<file path="src/rtl/bus_mailbox_slave.sv">
// bus_mailbox_slave
//   Bridge-bus slave with two independent FIFOs that give the host a
//   streaming channel into user logic:
//     H2F (host-to-fabric): bus writes to offset 0 push, fabric pops.
//     F2H (fabric-to-host): fabric pushes, bus reads of offset 0 pop.
//   Offset 1 reads STATUS and writes CTRL. Offsets 2-3 are unmapped.
//
// Ports
//   i_clk, i_rst        clock, asynchronous active-high reset
//   i_addr/i_we/i_data  bus word address, write strobe, write data
//   i_re                bus read strobe
//   o_data/o_ack        registered read data and 1-cycle read acknowledge
//   o_rdata/o_rvalid    H2F head word (fall-through) and not-empty
//   i_rready            fabric pops H2F when o_rvalid & i_rready
//   i_wdata/i_wvalid    F2H fabric push data and strobe
//   o_wready            F2H not full
module bus_mailbox_slave #(
  parameter logic [31:0] ADDRVAL    = 32'hE0000000,
  parameter int          DEPTH_LOG2 = 4
) (
  input  logic        i_clk,
  input  logic        i_rst,
  input  logic [31:0] i_addr,
  input  logic        i_we,
  input  logic [31:0] i_data,
  input  logic        i_re,
  output logic [31:0] o_data,
  output logic        o_ack,
  output logic [31:0] o_rdata,
  output logic        o_rvalid,
  input  logic        i_rready,
  input  logic [31:0] i_wdata,
  input  logic        i_wvalid,
  output logic        o_wready
);

  localparam int DEPTH = 1 << DEPTH_LOG2;
  localparam int PW    = DEPTH_LOG2 + 1;

  logic [31:0] h2f_mem [DEPTH];
  logic [31:0] f2h_mem [DEPTH];

  logic [PW-1:0] h2f_wptr_q, h2f_wptr_d, h2f_rptr_q, h2f_rptr_d;
  logic [PW-1:0] f2h_wptr_q, f2h_wptr_d, f2h_rptr_q, f2h_rptr_d;
  logic          h2f_ovf_q, h2f_ovf_d, f2h_unf_q, f2h_unf_d;
  logic          ack_q, ack_d;
  logic [31:0]   data_q, data_d;

  logic        sel, h2f_push_req, ctrl_wr, f2h_pop_req, stat_rd;
  logic        h2f_full, h2f_empty, f2h_full, f2h_empty;
  logic        flush_h2f, flush_f2h, clr_flags;
  logic        h2f_push, h2f_pop, f2h_push, f2h_pop;
  logic        ovf_evt, unf_evt;
  logic [31:0] status;

  // Full: wrap bits differ and the index bits match.
  function automatic logic ptr_full(input logic [PW-1:0] w, input logic [PW-1:0] r);
    return (w[PW-1] != r[PW-1]) && (w[PW-2:0] == r[PW-2:0]);
  endfunction

  function automatic logic [7:0] ptr_level(input logic [PW-1:0] w, input logic [PW-1:0] r);
    logic [PW-1:0] diff;
    diff = w - r;
    return 8'(diff);
  endfunction

  always_comb begin
    sel          = (i_addr & ~32'h3) == ADDRVAL;
    h2f_push_req = i_we & sel & (i_addr[1:0] == 2'd0);
    ctrl_wr      = i_we & sel & (i_addr[1:0] == 2'd1);
    f2h_pop_req  = i_re & sel & (i_addr[1:0] == 2'd0);
    stat_rd      = i_re & sel & (i_addr[1:0] == 2'd1);

    h2f_full  = ptr_full(h2f_wptr_q, h2f_rptr_q);
    h2f_empty = (h2f_wptr_q == h2f_rptr_q);
    f2h_full  = ptr_full(f2h_wptr_q, f2h_rptr_q);
    f2h_empty = (f2h_wptr_q == f2h_rptr_q);

    flush_h2f = ctrl_wr & i_data[0];
    flush_f2h = ctrl_wr & i_data[1];
    clr_flags = ctrl_wr & i_data[2];

    // Fullness/emptiness come from pre-edge state: a same-cycle pop never
    // rescues a push to a full FIFO, and a push never feeds a pop on empty.
    // A flush swallows a same-cycle push without raising overflow.
    h2f_push = h2f_push_req & ~h2f_full & ~flush_h2f;
    ovf_evt  = h2f_push_req &  h2f_full & ~flush_h2f;
    h2f_pop  = ~h2f_empty & i_rready;
    f2h_push = i_wvalid & ~f2h_full & ~flush_f2h;
    f2h_pop  = f2h_pop_req & ~f2h_empty;
    unf_evt  = f2h_pop_req &  f2h_empty;

    h2f_wptr_d = h2f_wptr_q + PW'(h2f_push);
    h2f_rptr_d = h2f_rptr_q + PW'(h2f_pop);
    if (flush_h2f) begin
      h2f_wptr_d = '0;
      h2f_rptr_d = '0;
    end
    f2h_wptr_d = f2h_wptr_q + PW'(f2h_push);
    f2h_rptr_d = f2h_rptr_q + PW'(f2h_pop);
    if (flush_f2h) begin
      f2h_wptr_d = '0;
      f2h_rptr_d = '0;
    end

    // A new error event beats a same-cycle clear.
    h2f_ovf_d = ovf_evt | (h2f_ovf_q & ~clr_flags);
    f2h_unf_d = unf_evt | (f2h_unf_q & ~clr_flags);

    status        = '0;
    status[7:0]   = ptr_level(h2f_wptr_q, h2f_rptr_q);
    status[15:8]  = ptr_level(f2h_wptr_q, f2h_rptr_q);
    status[16]    = h2f_full;
    status[17]    = f2h_empty;
    status[24]    = h2f_ovf_q;
    status[25]    = f2h_unf_q;

    // o_data is zero whenever no ack is presented.
    ack_d  = f2h_pop_req | stat_rd;
    data_d = '0;
    if (f2h_pop)
      data_d = f2h_mem[f2h_rptr_q[PW-2:0]];
    else if (stat_rd)
      data_d = status;
  end

  always_ff @(posedge i_clk or posedge i_rst) begin
    if (i_rst) begin
      h2f_wptr_q <= '0;
      h2f_rptr_q <= '0;
      f2h_wptr_q <= '0;
      f2h_rptr_q <= '0;
      h2f_ovf_q  <= 1'b0;
      f2h_unf_q  <= 1'b0;
      ack_q      <= 1'b0;
      data_q     <= '0;
    end else begin
      h2f_wptr_q <= h2f_wptr_d;
      h2f_rptr_q <= h2f_rptr_d;
      f2h_wptr_q <= f2h_wptr_d;
      f2h_rptr_q <= f2h_rptr_d;
      h2f_ovf_q  <= h2f_ovf_d;
      f2h_unf_q  <= f2h_unf_d;
      ack_q      <= ack_d;
      data_q     <= data_d;
    end
  end

  // Storage carries no reset; the pointers alone define contents.
  always_ff @(posedge i_clk) begin
    if (h2f_push) h2f_mem[h2f_wptr_q[PW-2:0]] <= i_data;
    if (f2h_push) f2h_mem[f2h_wptr_q[PW-2:0]] <= i_wdata;
  end

  assign o_ack    = ack_q;
  assign o_data   = data_q;
  assign o_rdata  = h2f_mem[h2f_rptr_q[PW-2:0]];
  assign o_rvalid = ~h2f_empty;
  assign o_wready = ~f2h_full;

endmodule
</file>
<file path="config.mk">
export PLATFORM = sky130hd
export DESIGN_NAME = bus_mailbox_slave
export DESIGN_NICKNAME = d
export VERILOG_FILES = /design/src/rtl/bus_mailbox_slave.sv
export SDC_FILE = /design/constraint.sdc
export NUM_CORES = 1
export LEC_CHECK = 0
export CAP_MARGIN = 0
export CORE_ASPECT_RATIO = 0.75
export CORE_MARGIN = 1.5
export CORE_UTILIZATION = 35
export CTS_CLUSTER_DIAMETER = 80
export DETAILED_ROUTE_END_ITERATION = 6
export PLACE_DENSITY_LB_ADDON = 0.3
export SYNTH_ARGS = -nofsm -noshare
export SYNTH_HDL_FRONTEND = slang
export SYNTH_SLANG_ARGS = --single-unit
</file>
<file path="constraint.sdc">
create_clock -name i_clk -period 6.95 [get_ports i_clk]
set_clock_uncertainty 0.15 [all_clocks]
set_input_delay 1.0425 -clock i_clk [delete_from_list [all_inputs] [get_ports i_clk]]
set_output_delay 1.0425 -clock i_clk [all_outputs]
set_load 0.1 [all_outputs]
</file>
==> metrics <==
outcome=completed; Worst Path Arrival=4.34 ns; Critical Path End Type=primary output; layout cells sized above 1=23.9%; Iter 0 DRT Violations=2,011; library cells used by synthesis=54; main flop type after synthesis=edfxtp_1; setup tns final=0 ns; yosys warns=0; WL final=96,900 um; worst min path class=register to register; H-tree Lvls=3; Area after DPL=45,300 sq um; Die W=401 um; Max FO, Critical Path=18; first-pass GRT wire length=142,000 um; Slew HR=15.4%; CTS root buffer=clkbuf_16; die area=121,000 sq um; Final Slew Violations=0; cts repair resizes=0; slowest CP cell=clkinv_1; maximum buffer depth of the clock tree=3; Lkg Pwr=15.0 nW; asr flop ratio synth=5.10%; Reg clk slew, reported paths=0.06 ns; Final period util=79.7%; antenna violations before repair=7; Die Y=301 um; Fmax achieved=181 MHz; maximum VDD drop=0.327 mV; Synth Area per Inst=22.5 sq um; vias per cell=5.27; synthesized instance count=1,847; Synth top area share=74.0%; Reg2Reg Setup Slack=1.95 ns; slew of the pin with the lowest slew margin=1.26 ns; max-cap violations=0; Synth Register Bits=1,079; Synth top cells by count=edfxtp_1 (1,024), mux4_2 (256), mux2i_1 (68); GRT Overall Usage=16.1%; hold_buf cts=0; Cell Area, Synth=41,500 sq um; Finished Cell Area=48,800 sq um; Pwr Total=17.5 mW; Synth area leader=edfxtp_1; syn_nets=1,967; RSZ-0062 raised after global routing=no; total gr overflow=0; CTS tree=yes; largest net degree at the start of global routing=62; final hold vios=0; crit start category=register; Final setup violation count=0; sequential fraction of the synthesis area=77.3%; Filler Cells Inserted=10,200; # Post-CTS Setup Buffers=0; Clock Sinks=1,079; WHS=0.425 ns; Final Wtd Congestion=0.798; pwr dens=360 nW/um^2; drt drc=0; I/O Buffers=168; min cycle time layout=5.54 ns; Via Count=19,600; most frequent cell after synthesis=edfxtp_1; worst path cell trace=clkinv_1, ha_1, and4_1, nand2_1, buf_4; 1st-pass router iterations=5; CTS Buf Count=104; synth top area cells=edfxtp_1 (74%), mux4_2 (14%), dfrtp_1 (3.3%); Post-synth EDFFs=1,024; critical path class=register to primary output; final net count=2,197; synthesis-to-finish area growth=17.4%; final antenna-violating net count=0; Initial Util=35.3%; Core Region=118,000 sq um; Req. time, crit path=5.76 ns; Crit path largest cell delay=0.95 ns; dpl hpwl=53,600 um; # rows=109; wire per inst=26.0 um; Top Ports=169; vias in the first global route=20,500; worst skew pair latency=0.72 ns
## cell type report
cell class / instances / area, sq um / share of cell area [%]
diodes: 2 / 5.00 / 0.0103
clock buffers: 137 / 2780 / 5.70
clock inverters: 57 / 638 / 1.31
inverters: 20 / 76.3 / 0.157
multi-input cells: 650 / 9070 / 18.6
flip-flops and latches: 1079 / 32100 / 65.9
well taps: 1554 / 1940 / 3.99
repair buffers: 222 / 2110 / 4.32
## worst paths after layout
check                              start  cells past startpoint         endpoint
min in group asynchronous          i_rst                      3       o_data[21]
max reg2reg                f2h_rptr_q[2]                      7  f2h_mem[10][26]
max in group asynchronous          i_rst                      3    h2f_rptr_q[0]
min                            h2f_ovf_q                      2        h2f_ovf_q
min reg2reg                    h2f_ovf_q                      2        h2f_ovf_q
max                        f2h_rptr_q[2]                      5         o_wready
## metal layers
metal,part of all wire [%],global-route usage [%],wire length (um)
met5,0.033,0,32
met4,2.5,5.24,2460
met3,6.3,3.35,6100
met2,47,25.5,46000
met1,44,22.4,42400
## cells in the final DEF (no fill, tap or decap), drive strengths merged, types with 19 or more instances in the layout
cell type,Yosys,final
nor3,34,34
a21oi,50,50
a22o,26,26
mux2i,68,68
nand3,30,30
o221ai,32,32
buf,52,56
dfrtp,55,55
edfxtp,1024,1024
inv,18,19
clkbuf,46,137
clkinv,2,47
o22ai,26,26
clkdlybuf4s50,0,166
mux4,256,256
## power breakdown
part / internal, mW / switching [mW] / total [mW]
Clock: 3.20 / 2.41 / 5.61
Sequential: 7.46 / 0.240 / 7.70
Combinational: 1.52 / 2.71 / 4.23
Total: 12.2 / 5.37 / 17.5
## logic make-up (layout without fill, tap and decap cells)
family / after synthesis / in the layout / share of synthesized area, %
compound gates: 159 / 159 / 2.96
buf+inv: 118 / 436 / 1.37
simple gates: 128 / 128 / 1.81
flops: 1079 / 1079 / 77.3
mux: 325 / 325 / 15.5
other cells: 0 / 2 / 0
fa+ha+maj: 18 / 18 / 0.578
xor+xnor: 20 / 20 / 0.422
## through the flow
step	worst slack (ns)	util (%)	instances
after floorplan	1.56	-	1847
after global placement	1.79	38.5	3524
after detailed placement	1.76	38.5	3524
after CTS	1.26	41.4	3718
after global routing	1.17	41.4	3721
final	1.41	41.4	3721
## state kept, by name, indices dropped and copies added (netlist names)
| signal | flops |
|---|---|
| f2h_mem | 512 |
| f2h_rptr_q | 5 |
| f2h_unf_q | 1 |
| f2h_wptr_q | 5 |
| h2f_mem | 512 |
| h2f_ovf_q | 1 |
| h2f_rptr_q | 5 |
| h2f_wptr_q | 5 |
| o_ack | 1 |
| o_data | 32 |
## worst max-delay path, delay by kind of cell (launching register included)
kind | cells | cell delay, ns
buffers and inverters | 2 | 1.35
AND/OR/NAND/NOR | 2 | 0.76
flip-flops | 1 | 0.81
adder cells (fa/ha/maj) | 1 | 0.68
No activity file was read; power rests on OpenSTA's default activity.
